<file path="config.mk">
export PLATFORM = sky130hd
export DESIGN_NAME = mux_select_unit
export DESIGN_NICKNAME = d
export VERILOG_FILES = /design/src/rtl/mux_select_unit.sv
export SDC_FILE = /design/constraint.sdc
export NUM_CORES = 1
export LEC_CHECK = 0
export ABC_AREA = 0
export CELL_PAD_IN_SITES_DETAIL_PLACEMENT = 0
export CELL_PAD_IN_SITES_GLOBAL_PLACEMENT = 1
export CORE_UTILIZATION = 18
export DETAILED_ROUTE_END_ITERATION = 12
export GPL_TIMING_DRIVEN = 0
export PLACE_DENSITY = 0.72
export SLEW_MARGIN = 15
export SYNTH_ARGS = -nofsm -noshare
export SYNTH_HDL_FRONTEND = slang
export SYNTH_SLANG_ARGS = --single-unit
</file>
<file path="constraint.sdc">
create_clock -name clk -period 1.05 [get_ports clk]
set_input_delay 0.21 -clock clk [delete_from_list [all_inputs] [get_ports clk]]
set_output_delay 0.21 -clock clk [all_outputs]
set_load 0.005 [all_outputs]
</file>
<file path="src/rtl/mux_select_unit.sv">
// Operand selection: a 2:1 and a 3:1 word mux, each with a combinational
// result and a registered copy one cycle later. The channels share only
// the width parameter.
`ifndef WORD_SIZE
`define WORD_SIZE 32
`endif

module mux_select_unit #(
    parameter int WIDTH = `WORD_SIZE
) (
    input  logic             clk,
    input  logic             rst_n,
    // 2:1 channel
    input  logic [WIDTH-1:0] a0,
    input  logic [WIDTH-1:0] b0,
    input  logic             sel0,
    output logic [WIDTH-1:0] out0,
    output logic [WIDTH-1:0] out0_q,
    // 3:1 channel
    input  logic [WIDTH-1:0] a1,
    input  logic [WIDTH-1:0] b1,
    input  logic [WIDTH-1:0] c1,
    input  logic [1:0]       sel1,
    output logic [WIDTH-1:0] out1,
    output logic [WIDTH-1:0] out1_q
);

    logic [WIDTH-1:0] out0_d;
    logic [WIDTH-1:0] out1_d;

    // 2:1 select, zero latency
    always_comb begin
        out0_d = sel0 ? b0 : a0;
    end

    // 3:1 select; the spare code 2'b11 yields zeros so the output is never X
    always_comb begin
        out1_d = '0;
        case (sel1)
            2'b00:   out1_d = a1;
            2'b01:   out1_d = b1;
            2'b10:   out1_d = c1;
            default: out1_d = '0;
        endcase
    end

    assign out0 = out0_d;
    assign out1 = out1_d;

    // One-cycle registered copies; async reset drops both to zero at once
    always_ff @(posedge clk or negedge rst_n) begin
        if (!rst_n) begin
            out0_q <= '0;
            out1_q <= '0;
        end else begin
            out0_q <= out0_d;
            out1_q <= out1_d;
        end
    end

endmodule

</file>
==> impl_metrics.toml, run 1 <==
[synthesis]
synth_simple_gate_area_share_pct = 0.494
synth-main-ff-cell = "dfrtp_1"
synth-seq-cells = 64
synth_edf_count = 0
postSynthCellCount = 177
ys_types = 11
synth_xor_area_share_pct = 0
syn-num-nets = 342
synth.most_common_cell = "dfrtp_1"
yosys_warnings = 0
synth-compound-area-share_pct = 12.3
synth_largest_area_cell = "dfrtp_1"
yosys.area.top_type_share_pct = 57.5
synth_fa_ha_area_share_pct = 0
syn_area_um2 = 2790
synthTopCellsByCount = "dfrtp_1 (64), mux2i_1 (32), mux2_2 (30), o2bb2ai_1 (22), buf_6 (11)"
synth_top_family_by_area = "multiplexers"
avgSynthCellArea_um2 = 15.7
synth.area.mux_share_pct = 24.4
synthTopCellsByArea = "dfrtp_1 (57%), mux2_2 (12%), mux2i_1 (11%)"
synth-seq-area-share_pct = 57.5
async_flop_share_pct = 100

[final_layout]
utilization_pct = 47.6
diodes = 0
final_cells = 738
finalNetCount = 710
area_growth_pct = 159
drive_gt1_share_pct = 56.7

[cts]
cts_tree = "built"
htreeDepth = 3
cts_buffers = 9
clk_pin_slew_worst_paths_ps = 50
clock-sinks = 64
clockBufferDepth = 2
root_buffer = "clkbuf_16"

[power]
swShare_pct = 25.0
cellPowerDensity_nw_per_um2 = 1140
p_clk_share_pct = 37.0
seqPwrFrac_pct = 32.9
combPwrFrac_pct = 30.2
intPower_w = 0.00618
peakVddDrop_uv = 842
switchingPower_w = 0.00206
power.leakage_nw = 3.56

[outcome]
violations = "setup timing"
status = "finished with violations"

[sta]
setup_viol = 65
hold-worst-slack_ps = 249
finalCritPeriodShare_pct = 125
rsz0062_at_grt = "yes"
slew_headroom_pct = 69.6
layout_setup_ws_ps = -259
hold_violations = 0
fmax_ghz = 0.764
tns_ps = -9160
fin_crit_ps = 1310
worst_slew_pin_slew_ps = 456
slew_viol_final = 0

[worst_setup_path]
required_ps = 840
slowest_stage = "buf_12"
worst_setup_path_end_kind = "primary output"
cp-start-kind = "input port"
worst_ep_arrival_time_ps = 1100
max_stage_delay_ps = 140
worst-setup-path-type = "in2out"
worst_path_most_repeated_cell = "buf_12"
worstPathMaxFanout = 6
path_cells = "buf_12 -> nor2b_4 -> buf_12 -> buf_12 -> buf_8 -> o2bb2ai_2 -> buf_2"

[grt]
antenna_found_initial = 1
grt_start_max_net_pins = 35
grt_overflow_total = 0
track_usage_pct = 16.4
grt_pass1_wl_um = 19400
grt_pass1_vias = 3397

[routing]
first_pass_iters = 4
vias = 3071
ant_nets = 0
route.detailed.drc = 0
viasPerCell = 4.16
wl_um = 13100
drt-initial-drc-count = 51
wl_per_cell_um = 17.8

[floorplanning]
fp.dieH_um = 126
rows = 45
start_util_pct = 18.4
die_x_um = 126
dieArea_um2 = 16000
core_um2 = 15100
pin_count = 293

[hold_path]
hold_class = "in2reg"

[flow_run]
max_cap_violations = 0

[placed_design]
dp.cells = 655
hpwlAfterDp_um = 9020
io_buffers = 289
gp_congestion = 0.731
layer usage:
metal | GRT usage (%) | up-vias | share of wire, %
li1 | - | 1396 | -
met3 | 5.19 | 17 | 9.5
met5 | 0 | - | 0.069
met1 | 16.5 | 1462 | 36
met2 | 31.1 | 194 | 52
met4 | 6.31 | 2 | 1.8
registers in the layout, summed over array words and instances, names as in the netlist:
register / flops
out1_q: 32
out0_q: 32
worst max-delay path, delay by kind of cell:
family	cells	cell delay (ps)
compound gates	1	120
buf+inv	5	630
simple gates	1	120
repair_timing:
action / CTS / global route
pin swaps: 32 / 6
endpoints found under the setup margin: 128 / 91
hold buffers: 1 / 0
gates resized for setup: 769 / 42
gates cloned: 6 / 0
setup buffers: 51 / 15
endpoints found under the hold margin: 30 / 0
per-stage QoR:
step                      setup slack (ps)  instance area [um^2]  total power [W]
after detailed placement              -773                  5940          0.00486
final                                 -259                  7220          0.00824
after floorplan                       8.98                  2790          0.00326
after CTS                             -275                  6960          0.00825
after global placement               -2560                  5920          0.00484
after global routing                  -286                  7220          0.00862
worst paths after layout:
check | start | endpoint | slack (ps) | cells past startpoint
min in group asynchronous | rst_n | out1_q[20] | 370 | 2
setup / recovery | sel1[1] | out1[26] | -260 | 7
max in group asynchronous | rst_n | out0_q[30] | 130 | 3
hold / removal | a1[15] | out1_q[15] | 250 | 3
layout make-up:
class / instances / area [um^2]
repair buffers: 357 / 3070
fillers: 1406 / 7930
clock inverters: 3 / 40.0
clock buffers: 13 / 260
flip-flops and latches: 64 / 1600
multi-input cells: 97 / 1730
plain buffers: 16 / 278
well taps: 188 / 235
power by group through the flow:
stage	Combinational (W)	Clock (W)	Sequential (W)
3_5_place_dp	0.00210	0	0.00276
3_3_place_gp	0.00208	0	0.00276
5_1_grt	0.00264	0.00326	0.00272
4_1_cts	0.00239	0.00316	0.00271
2_1_floorplan	0.000472	0	0.00279
6_report	0.00248	0.00305	0.00271
placed cells by master (no fill, tap or decap), types with 11 or more instances in the layout:
cell type,count
mux2i_4,12
mux2i_1,11
buf_12,12
buf_6,47
dlygate4sd2_1,101
dfrtp_1,64
dlymetal6s2s_1,14
buf_2,93
mux2_4,32
o2bb2ai_2,12
clkdlybuf4s50_1,45
buf_4,49
o2bb2ai_4,20
logic make-up (layout without fill, tap and decap cells):
kind of cell | Yosys count | after routing
flip-flops | 64 | 64
AND/OR/NAND/NOR | 1 | 1
buffers and inverters | 16 | 389
multiplexers | 64 | 64
AO/OA/AOI/OAI | 32 | 32
Note: power is estimated with default switching activity, not from simulation.
==> run 2, diff against run 1 <==
--- a/config.mk
+++ b/config.mk
@@ -9,6 +9,7 @@
 export CELL_PAD_IN_SITES_DETAIL_PLACEMENT = 0
 export CELL_PAD_IN_SITES_GLOBAL_PLACEMENT = 1
 export CORE_UTILIZATION = 18
+export CTS_CLUSTER_DIAMETER = 200
 export DETAILED_ROUTE_END_ITERATION = 12
 export GPL_TIMING_DRIVEN = 0
 export PLACE_DENSITY = 0.72
==> results of run 2 <==
No change in the layout: final DEF, timing and power equal those of run 1.
